`config.mk`:
```
export PLATFORM = sky130hd
export DESIGN_NAME = alm_product_accumulator_flat
export DESIGN_NICKNAME = d
export VERILOG_FILES = /design/src/rtl/alm_product_accumulator_pkg.sv /design/src/rtl/alm_product_accumulator_if.sv /design/src/rtl/alm_sat_add.sv /design/src/rtl/alm_product_accumulator.sv /design/src/flat_wrapper.sv
export SDC_FILE = /design/constraint.sdc
export NUM_CORES = 1
export LEC_CHECK = 0
export BUFFER_PORTS_ARGS = -buffer_cell sky130_fd_sc_hd__buf_4
export CAP_MARGIN = 25
export CORE_MARGIN = 8
export CORE_UTILIZATION = 50
export CTS_BUF_LIST = sky130_fd_sc_hd__clkbuf_8
export CTS_CLUSTER_DIAMETER = 40
export DETAILED_ROUTE_END_ITERATION = 7
export PLACE_DENSITY = 0.8
export RECOVER_POWER = 50
export SYNTH_ARGS = -nofsm -noshare
export SYNTH_HDL_FRONTEND = slang
export SYNTH_SLANG_ARGS = --single-unit
```
`constraint.sdc`:
```
create_clock -name i_clk -period 4.56 [get_ports i_clk]
set_input_delay 0.228 -clock i_clk [delete_from_list [all_inputs] [get_ports i_clk]]
set_output_delay 0.228 -clock i_clk [all_outputs]
set_load 0.005 [all_outputs]
```
`src/rtl/alm_product_accumulator_pkg.sv`:
```
// Shared types and default widths for the ALM product accumulator slice.
package alm_product_accumulator_pkg;

    typedef enum logic [1:0] {
        ACC_IDLE,
        ACC_ACCUM,
        ACC_DONE
    } acc_state_t;

    localparam int unsigned ALM_PROD_WIDTH = 16;
    localparam int unsigned ALM_ACC_WIDTH  = 24;
    localparam int unsigned ALM_VEC_LEN    = 64;

endpackage

```
`src/rtl/alm_product_accumulator_if.sv`:
```
// Product stream in, vector result out; both valid/ready.
interface alm_product_accumulator_if
    import alm_product_accumulator_pkg::*;
#(
    parameter int unsigned PROD_WIDTH = ALM_PROD_WIDTH,
    parameter int unsigned ACC_WIDTH  = ALM_ACC_WIDTH,
    parameter int unsigned CNT_WIDTH  = $clog2(ALM_VEC_LEN + 1)
);
    logic signed [PROD_WIDTH-1:0] i_prod;
    logic                         i_valid;
    logic                         i_last;
    logic                         o_ready;
    logic signed [ACC_WIDTH-1:0]  o_sum;
    logic [CNT_WIDTH-1:0]         o_count;
    logic                         o_ovf;
    logic                         o_valid;
    logic                         i_ready;

    modport master (
        output i_prod, i_valid, i_last, i_ready,
        input  o_ready, o_sum, o_count, o_ovf, o_valid
    );

    modport slave (
        input  i_prod, i_valid, i_last, i_ready,
        output o_ready, o_sum, o_count, o_ovf, o_valid
    );
endinterface

```
`src/rtl/alm_sat_add.sv`:
```
// Combinational signed saturating adder: sum = clamp(a + b), sat flags a clamp.
module alm_sat_add #(
    parameter int unsigned IN_W  = 16,
    parameter int unsigned ACC_W = 24
) (
    input  logic signed [ACC_W-1:0] a,
    input  logic signed [IN_W-1:0]  b,
    output logic signed [ACC_W-1:0] sum,
    output logic                    sat
);
    localparam int unsigned EXT_W = ACC_W + 1;

    logic signed [EXT_W-1:0] a_ext;
    logic signed [EXT_W-1:0] b_ext;
    logic signed [EXT_W-1:0] full;

    // One guard bit is enough: both operands fit in ACC_W bits.
    assign a_ext = {a[ACC_W-1], a};
    assign b_ext = {{(EXT_W - IN_W){b[IN_W-1]}}, b};
    assign full  = a_ext + b_ext;

    // Guard bit disagreeing with the MSB means the true sum left the ACC_W range.
    always_comb begin
        sum = full[ACC_W-1:0];
        sat = 1'b0;
        if (full[EXT_W-1] != full[ACC_W-1]) begin
            sat = 1'b1;
            sum = full[EXT_W-1] ? {1'b1, {(ACC_W-1){1'b0}}} : {1'b0, {(ACC_W-1){1'b1}}};
        end
    end
endmodule

```
`src/rtl/alm_product_accumulator.sv`:
```
// Streaming saturating dot-product accumulator with one result per vector.
module alm_product_accumulator
    import alm_product_accumulator_pkg::*;
#(
    parameter int unsigned PROD_WIDTH = ALM_PROD_WIDTH,
    parameter int unsigned ACC_WIDTH  = ALM_ACC_WIDTH,
    parameter int unsigned VEC_LEN    = ALM_VEC_LEN,
    parameter int unsigned CNT_WIDTH  = $clog2(VEC_LEN + 1)
) (
    input  logic i_clk,
    input  logic i_rst,
    alm_product_accumulator_if.slave bus
);
    acc_state_t                  state_q, state_d;
    logic signed [ACC_WIDTH-1:0] acc_q, acc_d, acc_base, add_sum;
    logic [CNT_WIDTH-1:0]        count_q, count_d, count_base, count_inc;
    logic                        ovf_q, ovf_d, ovf_base, add_sat;
    logic                        ready_q, valid_q;
    logic                        accept, closes;

    // A beat taken in IDLE starts a fresh vector, so its operands come from zero.
    assign acc_base   = (state_q == ACC_IDLE) ? '0 : acc_q;
    assign count_base = (state_q == ACC_IDLE) ? '0 : count_q;
    assign ovf_base   = (state_q == ACC_IDLE) ? 1'b0 : ovf_q;
    assign count_inc  = count_base + CNT_WIDTH'(1);
    assign accept     = bus.i_valid && ready_q;
    assign closes     = bus.i_last || (count_inc == CNT_WIDTH'(VEC_LEN));

    alm_sat_add #(
        .IN_W  (PROD_WIDTH),
        .ACC_W (ACC_WIDTH)
    ) u_sat_add (
        .a   (acc_base),
        .b   (bus.i_prod),
        .sum (add_sum),
        .sat (add_sat)
    );

    // Next-state and datapath update.
    always_comb begin
        state_d = state_q;
        acc_d   = acc_q;
        count_d = count_q;
        ovf_d   = ovf_q;
        case (state_q)
            ACC_IDLE, ACC_ACCUM: begin
                if (accept) begin
                    acc_d   = add_sum;
                    count_d = count_inc;
                    ovf_d   = ovf_base | add_sat;
                    state_d = closes ? ACC_DONE : ACC_ACCUM;
                end
            end
            ACC_DONE: begin
                if (bus.i_ready) begin
                    state_d = ACC_IDLE;
                end
            end
            default: state_d = ACC_IDLE;
        endcase
    end

    // State and output registers; handshake flags are precomputed from the next state.
    always_ff @(posedge i_clk or posedge i_rst) begin
        if (i_rst) begin
            state_q <= ACC_IDLE;
            acc_q   <= '0;
            count_q <= '0;
            ovf_q   <= 1'b0;
            ready_q <= 1'b0;
            valid_q <= 1'b0;
        end else begin
            state_q <= state_d;
            acc_q   <= acc_d;
            count_q <= count_d;
            ovf_q   <= ovf_d;
            ready_q <= (state_d != ACC_DONE);
            valid_q <= (state_d == ACC_DONE);
        end
    end

    assign bus.o_ready = ready_q;
    assign bus.o_valid = valid_q;
    assign bus.o_sum   = acc_q;
    assign bus.o_count = count_q;
    assign bus.o_ovf   = ovf_q;
endmodule

```
`src/flat_wrapper.sv`:
```
// flat-port wrapper written by rule: the top's interface ports become plain ports
module alm_product_accumulator_flat import alm_product_accumulator_pkg::*;
#(
    parameter int unsigned PROD_WIDTH = ALM_PROD_WIDTH,
    parameter int unsigned ACC_WIDTH  = ALM_ACC_WIDTH,
    parameter int unsigned VEC_LEN    = ALM_VEC_LEN,
    parameter int unsigned CNT_WIDTH  = $clog2(VEC_LEN + 1)
)
  (i_clk, i_rst, bus_i_prod, bus_i_valid, bus_i_last, bus_i_ready, bus_o_ready, bus_o_sum, bus_o_count, bus_o_ovf, bus_o_valid);
  alm_product_accumulator_if #(.PROD_WIDTH(PROD_WIDTH), .ACC_WIDTH(ACC_WIDTH), .CNT_WIDTH(CNT_WIDTH)) bus_i ();
  input  logic i_clk;
  input  logic i_rst;
  input wire logic [$bits(bus_i.i_prod)-1:0] bus_i_prod;
  input wire logic [$bits(bus_i.i_valid)-1:0] bus_i_valid;
  input wire logic [$bits(bus_i.i_last)-1:0] bus_i_last;
  input wire logic [$bits(bus_i.i_ready)-1:0] bus_i_ready;
  output wire logic [$bits(bus_i.o_ready)-1:0] bus_o_ready;
  output wire logic [$bits(bus_i.o_sum)-1:0] bus_o_sum;
  output wire logic [$bits(bus_i.o_count)-1:0] bus_o_count;
  output wire logic [$bits(bus_i.o_ovf)-1:0] bus_o_ovf;
  output wire logic [$bits(bus_i.o_valid)-1:0] bus_o_valid;
  assign bus_i.i_prod = bus_i_prod;
  assign bus_i.i_valid = bus_i_valid;
  assign bus_i.i_last = bus_i_last;
  assign bus_i.i_ready = bus_i_ready;
  assign bus_o_ready = bus_i.o_ready;
  assign bus_o_sum = bus_i.o_sum;
  assign bus_o_count = bus_i.o_count;
  assign bus_o_ovf = bus_i.o_ovf;
  assign bus_o_valid = bus_i.o_valid;
  alm_product_accumulator #(.PROD_WIDTH(PROD_WIDTH), .ACC_WIDTH(ACC_WIDTH), .VEC_LEN(VEC_LEN), .CNT_WIDTH(CNT_WIDTH)) u_core (.i_clk(i_clk), .i_rst(i_rst), .bus(bus_i));
endmodule
```
* After elaboration in Yosys (flattened, before gate mapping)
Index checks and enable logic that the tools add are counted.
** Operators by class
- Order comparisons :: 0
- Multiply operators :: 0
- Bitwise logic cells :: 1
- Add/sub/neg operators :: 2
- Equal/unequal tests :: 6
- Div/mod/pow operators :: 0
- Shift operators :: 0
- Reductions and logical operators :: 5
- Multiplexer cells :: 10
** Operators by type and width (count)
- $mux W24 :: 3
- $add A24 B16 Y25 :: 1
- $add A7 B1 Y7 const B :: 1
- $eq A7 B7 Y1 const B :: 1
- $mux W7 :: 1
- $mux W2 :: 3
- $eq A2 B2 Y1 const B :: 2
- $pmux W2 S2 :: 1
- $eq A2 B1 Y1 const B :: 1
- $logic_not A2 Y1 :: 1
- $mux W1 :: 2
- $ne A2 B2 Y1 const B :: 1
- $reduce_and A2 Y1 :: 1
- $reduce_or A2 Y1 :: 1
- $logic_and A1 B1 Y1 :: 1
- $logic_or A1 B1 Y1 :: 1
- $ne A1 B1 Y1 :: 1
- $or A1 B1 Y1 :: 1
** Storage, ports and cells
- ROM bits :: 0
- Memories :: 0
- Output and inout bits :: 34
- Latch bits :: 0
- Flip-flop bits (word level) :: 36
- Input bits :: 21
- Bits in writable memories :: 0

* Logic depth before layout (Yosys ltp)
Gate-level depths: netlist (run 1).
- Depth after elaboration :: 9
- Mapped depth :: 15
- Mapped depth without buffers :: 13

* Modules after synthesis
Synthesis (run 1) repeated with hierarchy kept, for this count alone.
** Second synthesis, totals
- Cell total of the unflattened synthesis :: 477
- Area, all modules :: 3606.0 µm²
** Modules (own cells, without submodules)
- alm_sat_add :: area an instance 1911.8 µm², sequential area each 0.0 µm², instances 1, cells an instance 282
- alm_product_accumulator :: area an instance 1694.1 µm², sequential area each 900.9 µm², instances 1, cells an instance 195

* Least setup slack after synthesis (run 1)
OpenSTA, ideal clock, no wires.
- Path type :: flip-flop to flip-flop
- Start point :: register u_core.state_q[1]
- End point :: register u_core.acc_q[7] (netlist: u_core.bus.o_sum[7])
- Setup slack :: 1.140 ns
- Cell stages (with the launch flop) :: 15
- Clock period less this slack :: 3.420 ns
- Required time :: 4.440 ns
- Data arrival time :: 3.300 ns
- Path through :: dfrtp_1 -> or2_2 -> clkbuf_1 -> clkbuf_1 -> and2_1 -> ha_1 -> a21o_1 -> a21o_1 -> a211o_1 -> a2111o_1 -> o311ai_4 -> buf_6 -> o221ai_4 -> nand3_2 -> a21oi_2
** Between the ends
- Longest elaborated chain between the ends :: 5
- Elaborated cells on any way between the ends :: 9
- Classes of those cells :: add/sub (1); eq/ne (2); mux (3); reduce/logical (3)
** RTL lines
- start, declared :: line alm_product_accumulator.sv:14 : acc_state_t state_q, state_d;
- start signal, assigned :: line alm_product_accumulator.sv:73 : state_q <= state_d;
- $logic_not A2 Y1 :: line alm_product_accumulator.sv:22, alm_product_accumulator.sv:45
- $mux W24 :: line alm_product_accumulator.sv:22 : assign acc_base = (state_q == ACC_IDLE) ? '0 : acc_q;
- $add A24 B16 Y25 :: line alm_sat_add.sv:20 : assign full = a_ext + b_ext;
- $mux W24 or $ne A1 B1 Y1 (tied branches) :: line alm_sat_add.sv:28, alm_sat_add.sv:26
- $mux W24 :: line alm_sat_add.sv:26 : if (full[EXT_W-1] != full[ACC_W-1]) begin
- end signal, assigned :: line alm_product_accumulator.sv:67 : acc_q <= '0;
- end signal, assigned :: line alm_product_accumulator.sv:74 : acc_q <= acc_d;
- end, declared :: line alm_product_accumulator.sv:15 : logic signed [ACC_WIDTH-1:0] acc_q, acc_d, acc_base, add_sum;
Several ways; a longest one is shown, not always the timed one.
A chain may end at the register's enable or synchronous reset.

* Worst setup path in the final report (run 1)
- Start point :: register u_core.state_q[1]
- End point :: register u_core.acc_q[17] (netlist: u_core.bus.o_sum[17])
The elaborated chain is that of the path after synthesis.

==> results of run 1 <==
-- synth_stat cells, types with 6 or more instances --
master	count	area (um2)
nand2_1	48	180.2
dfrtp_1	36	900.9
and2_1	26	162.7
ha_1	25	312.8
a21oi_1	24	120.1
o21ai_0	24	120.1
nor2_1	22	82.58
xnor2_1	13	113.9
inv_1	12	45.04
a21o_1	9	67.56
maj3_1	9	90.09
nor3_1	9	45.04
nand3_1	8	40.04
clkbuf_1	7	26.28
o21a_1	7	52.55
o21ai_1	7	35.03
a211o_1	6	52.55
-- final cells by class --
type | count | share of cell area, %
clock inverter | 3 | 1.172
inverter | 12 | 1.241
sequential | 36 | 24.81
timing repair buffer | 58 | 11.68
tap | 75 | 2.584
multi-input combinational | 304 | 56.62
clock buffer | 5 | 1.895
-- stage by stage --
step | std cells | setup slack (ns) | total power (uW) | util (%)
final | 493 | 0.7256 | 2207 | 61.33
after global routing | 493 | 0.4857 | 2383 | 61.33
after CTS | 493 | 0.7482 | 2225 | 61.52
after detailed placement | 485 | 0.7812 | 1921 | 59.64
after global placement | 485 | 0.8819 | 1900 | 59.64
after floorplan | 365 | 1.140 | 1510 | -
-- cell families (layout without fill, tap and decap cells) --
logic type / count (synthesis) / after routing / synth area share [%]
fa+ha+maj: 35 / 35 / 13.77
compound gates: 117 / 117 / 26.72
buf+inv: 25 / 78 / 3.747
xor+xnor: 17 / 17 / 4.847
mux: 1 / 1 / 0.3259
flops: 36 / 36 / 29.33
simple gates: 134 / 134 / 21.26
-- registers in the layout (all words and copies together) (netlist names) --
name / flops
u_core.bus.o_ovf: 1
u_core.state_q: 2
u_core.bus.o_valid: 1
u_core.bus.o_ready: 1
u_core.bus.o_count: 7
u_core.bus.o_sum: 24
-- worst paths after layout --
path	startpoint	to
min in group asynchronous	i_rst	u_core.bus.o_sum[0]
worst min-delay path	bus_i_valid	u_core.state_q[0]
worst max register to register	u_core.state_q[1]	u_core.bus.o_sum[17]
max in group asynchronous	i_rst	u_core.bus.o_sum[6]
worst max-delay path	u_core.state_q[1]	u_core.bus.o_sum[17]
worst min register to register	u_core.state_q[1]	u_core.state_q[0]
-- critical path, delay by kind of cell (launching register included) --
kind | cells | cell delay, ns
flops | 1 | 0.42
fa+ha+maj | 1 | 0.33
compound gates | 7 | 1.82
simple gates | 3 | 1.16
-- report_power, final --
part	total, uW	internal, uW	switching [uW]	leakage [uW]
Clock	290	162	128	0.0000541
Combinational	1370	641	731	0.00123
Sequential	545	442	103	0.000442
-- metal layers --
layer / part of all wire [%] / global-route usage, % / wire, um / vias to the layer above
li1: - / - / - / 1430
met4: 1.7 / 7.266 / 140 / 0
met1: 44 / 22.08 / 3535 / 1341
met5: 0 / 0 / 0 / -
met2: 49 / 31.52 / 3917 / 86
met3: 5.7 / 3.571 / 459 / 15
==> run_results.csv, run 1 <==
group,metric,value,unit
setup_path,crit_slowest_cell,"o22a_2",
cells_and_area,nNetsFinal,464,
setup_path,worst_setup_path_end_kind,"register",
clocking,clock_latency,0.30,ns
synth,syn_area_per_cell,8.416,um2
global_routing,grt_max_degree,37,
timing,timing.final.crit_share,84.09,%
cells_and_area,drive_gt1_share,18.90,%
drt,wl_per_cell,16.33,um
drt,drt_iter0_markers,186,
run_status,violations,"capacitance limit, slew limit",
clocking,ctsResizeCount,0,
setup_path,crit_arrival,4.02,ns
clocking,clk_path_buf_depth,2,
global_routing,grt_overflow_total,0,
power,power_leakage,0.001724,uW
setup_path,reg2regPathDepth,11,
timing,maxSlewViolCount,37,
cells_and_area,final_common_cell,"nand2_1",
cells_and_area,syn_to_final_growth,18.21,%
synth,ys_ff_latch,36,
clocking,cts_max_level,2,
clocking,holdBufCountCts,0,
clocking,root_buffer,"clkbuf_8",
cells_and_area,antennaDiodeCount,0,
timing,min_period,3.834,ns
timing,setup_viol,0,
timing,fmax,260.8,MHz
synth,synth_area,3072,um2
drt,routed_via_density,5.826,
setup_path,critPathKind,"register to register",
global_routing,grt_pass1_vias,2820,
global_routing,grt_pass1_wl,13.27,mm
clocking,cts.reportedPaths.clkPinSlew,0.08,ns
timing,fin_hold_ws,0.2183,ns
placed_design,place_hpwl,6.021,mm
timing,skew,0.007281,ns
drt,drc,0,
cells_and_area,fill_cells,529,
floorplan,fp.coreArea,5921,um2
setup_path,cp_cell_sequence,"or2_2 > and2_1 > ha_1 > a21o_1 > a21oi_1 > a211oi_1 > or3_1 > o21ai_2 > o22a_2 > o21ai_1 > o221a_2",
timing,hold_viol,0,
synth,postSynth.asyncResetShare,100.0,%
cells_and_area,layout_common_cells,"48 x nand2_1, 39 x buf_4, 36 x dfrtp_1",
job,maxCapViolCount,1,
clocking,tritoncts,"yes",
timing,worst_pin_slew,1.992,ns
hold_path,min_path_type,"input port to register",
placed_design,routabilityCongestion,0.9011,
synth,syn_inst,365,
global_routing,grt_use_total,18.39,%
floorplan,die_height,94.38,um
cells_and_area,fin_area,3631,um2
drt,final_antenna_net_count,0,
floorplan,io-pin-count,55,
setup_path,r2r_setup_slack,0.73,ns
power,power.density,607.9,nW/um2
timing,fin_setup_tns,0,ns
floorplan,rows,28,
drt,vias,2872,
synth,ys_seq_area_share,29.33,%
timing,slew_headroom,-32.83,%
global_routing,grt_antenna_before_repair,0,
run_status,status,"finished with violations",
synth,synthFlopType,"dfrtp_1",
synth,yosysWarnings,0,
cells_and_area,register_area,900.9,um2
setup_path,cp-start-kind,"register",
clocking,numCtsBuffers,5,
clocking,cts_sinks,36,
power,vdd_drop_max,0.0002838,V
floorplan,fp.dieW,94.38,um
floorplan,die_area,8908,um2
synth,synth_nets,412,
setup_path,critPathMaxFanout,26,
placed_design,port_buffers,54,
clocking,post_cts_buffers,0,
setup_path,required,4.75,ns
cells_and_area,multi_input_comb_area,2056,um2
drt,dr.pass1.iters,4,
placed_design,place_area,3531,um2
hold_path,hold_depth,3,
setup_path,critical-path-max-stage-delay,0.50,ns
synth,ys_types,57,
drt,wirelength,8.051,mm
floorplan,initial_core_util,51.88,%
timing,rsz0062_at_grt,"no",
synth,synth_edf_count,0,
Power figures use the tool's default switching activity.
==> inputs of run 2 (changes only) <==
Clock period 4.56 ns to 4 ns, I/O delays scaled along.
==> run 2 against run 1 <==
The flow still finishes with violations (capacitance limit, slew limit). Utilization increased by 0.36 points. Register-to-register slack got worse by 0.32 ns. Global-route usage increased by 0.82 points. Power increased by 15%. Design area increased by 0.59%. Combinational power increased by 16%. Via count increased by 2.6%. Wire length increased by 3.5%. Flip-flop and latch count unchanged. Hold slack got worse by 0.030 ns. Cell count increased by 0.61%. First-iteration DRC count decreased by 20%. Critical path type unchanged. Critical endpoint is now u_core.bus.o_sum[12]. Highest routed layer unchanged.
==> run_results.csv, run 2 (synthesis results as in run 1) <==
group,metric,value,unit
run_status,status,"finished with violations",
run_status,violations,"capacitance limit, slew limit",
global_routing,use_met2,32.04,%
floorplan,die_area,8908,um2
drt,drt_iter0_markers,148,
global_routing,grt_pass1_wl,13.88,mm
cells_and_area,syn_to_final_growth,18.90,%
cells_and_area,layout_common_cells,"48 x nand2_1, 42 x buf_4, 36 x dfrtp_1",
power,totalPowerFinal,2539,uW
setup_path,crit_slowest_cell,"a2111o_1",
floorplan,initial_core_util,51.88,%
global_routing,grt_util_met1,22.77,%
setup_path,crit_start,"u_core.state_q[1]",
hold_path,min_path_type,"input port to register",
floorplan,fp.dieW,94.38,um
placed_design,port_buffers,54,
timing,timing.final.crit_share,89.97,%
setup_path,worst-path-buf-inv,1,
cells_and_area,drive_gt1_share,19.24,%
global_routing,grt_antenna_before_repair,0,
drt,final_antenna_net_count,0,
setup_path,critical-path-max-stage-delay,0.47,ns
global_routing,top_usage_layer,"met2",
setup_path,required,4.18,ns
floorplan,rows,28,
floorplan,io-pin-count,55,
job,maxCapViolCount,1,
cells_and_area,largest_reg_flops,24,
timing,hold_viol,0,
drt,vias,2948,
timing,rsz0062_at_grt,"no",
global_routing,grt_overflow_total,0,
timing,setup_viol,0,
setup_path,cp_cell_sequence,"or2_4 > and2_1 > ha_1 > a21o_1 > a21o_1 > a211o_1 > a2111o_1 > o311ai_4 > buf_4 > o221ai_4 > nand2_1 > a21oi_1",
setup_path,rr_startpoint,"u_core.state_q[1]",
cells_and_area,antennaDiodeCount,0,
clocking,cts.reportedPaths.clkPinSlew,0.08,ns
global_routing,grt_use_total,19.21,%
power,vdd_drop_max,0.0003503,V
floorplan,die_height,94.38,um
drt,wirelength,8.335,mm
clocking,cts_sinks,36,
placed_design,place_hpwl,6.316,mm
timing,slew_headroom,-34.60,%
power,power_leakage,0.001743,uW
drt,dr.pass1.iters,4,
timing,worst_pin_slew,2.019,ns
global_routing,grt_pass1_vias,2950,
setup_path,critPathMaxFanout,26,
clocking,numCtsBuffers,5,
global_routing,grt_use_met3,3.889,%
setup_path,critPathTopFamily,"compound AO/OA/AOI/OAI gates",
cells_and_area,final_common_cell,"nand2_1",
clocking,root_buffer,"clkbuf_8",
timing,min_period,3.599,ns
floorplan,fp.coreArea,5921,um2
setup_path,crit_arrival,3.78,ns
timing,skew,0.006663,ns
global_routing,grt_max_degree,37,
clocking,clk_path_buf_depth,2,
timing,fmax,277.9,MHz
drt,drc,0,
cells_and_area,nNetsFinal,467,
setup_path,cpMostUsedCell,"a21o_1",
timing,fin_setup_tns,0,ns
setup_path,critPathKind,"register to register",
clocking,holdBufCountCts,0,
power,power.density,695.2,nW/um2
clocking,clock_latency,0.29,ns
setup_path,worst_setup_path_end_kind,"register",
clocking,tritoncts,"yes",
setup_path,cp-start-kind,"register",
drt,wl_per_cell,16.80,um
timing,maxSlewViolCount,37,
clocking,cts_max_level,2,
placed_design,routabilityCongestion,0.9266,
hold_path,min_from,"bus_i_valid",
drt,routed_via_density,5.944,
==> run 2: cell types whose count changed in the layout (fill, tap and decap cells not counted) <==
| cell | previous run | this run |
|---|---|---|
| buf_4 | 39 | 42 |
| clkinvlp_4 | 1 | 0 |
| inv_1 | 12 | 13 |
| or2_2 | 4 | 3 |
| or2_4 | 0 | 1 |
==> run 2: cell type report <==
type	count	area, um2
Clock buffer	5	68.82
Inverter	12	45.04
Sequential cell	36	900.9
Multi-Input combinational cell	304	2058
Clock inverter	3	38.79
Fill cell	526	2268
Tap cell	75	93.84
Timing Repair Buffer	61	446.7
==> run 2: per-stage QoR <==
stage | instances | hold slack (ns) | instance area [um2] | setup WS [ns] | util (%)
floorplan | 365 | 0.3557 | 3072 | 0.5796 | -
global placement | 488 | 0.3445 | 3553 | 0.3786 | 60.02
CTS | 496 | 0.03517 | 3661 | 0.2496 | 61.83
global route | 496 | 0.1957 | 3652 | 0.05233 | 61.69
detailed placement | 488 | 0.3558 | 3553 | 0.2809 | 60.02
finish | 496 | 0.1885 | 3652 | 0.4011 | 61.69
==> run 2: repair_timing <==
action,4_1_cts,5_1_grt
setup buffers,0,0
endpoints found under the setup margin,0,3
resized for setup,0,1
==> run 2: routing by layer <==
layer / share of wire [%] / routed length [um]
met5: 0 / 0
met4: 3.3 / 272
met3: 5.4 / 451
met2: 49 / 4077
met1: 42 / 3534
==> run 2: where the power goes <==
part	switching [uW]	leakage [uW]	total [uW]	internal, uW
combinational	838	0.00124	1590	750
clock	141	0.0000593	323	183
sequential	123	0.000442	627	504
total	1100	0.00174	2540	1440
==> run 2: path summary, 6_finish.rpt <==
kind,slack [ns],cells past startpoint,end
min in group asynchronous,0.63,3,u_core.state_q[0]
max reg2reg,0.40,12,u_core.bus.o_sum[12]
max in group asynchronous,2.21,3,u_core.bus.o_sum[15]
min,0.19,3,u_core.state_q[0]
min reg2reg,0.50,2,u_core.bus.o_ovf
max,0.40,12,u_core.bus.o_sum[12]
==> run 2: worst register-to-register path, cell delays in order, from the launching register on <==
cell and delay (ns):
dfrtp_1 0.43, or2_4 0.35, and2_1 0.20, ha_1 0.34
a21o_1 0.18, a21o_1 0.19, a211o_1 0.33, a2111o_1 0.47
o311ai_4 0.38, buf_4 0.27, o221ai_4 0.15, nand2_1 0.11
a21oi_1 0.08
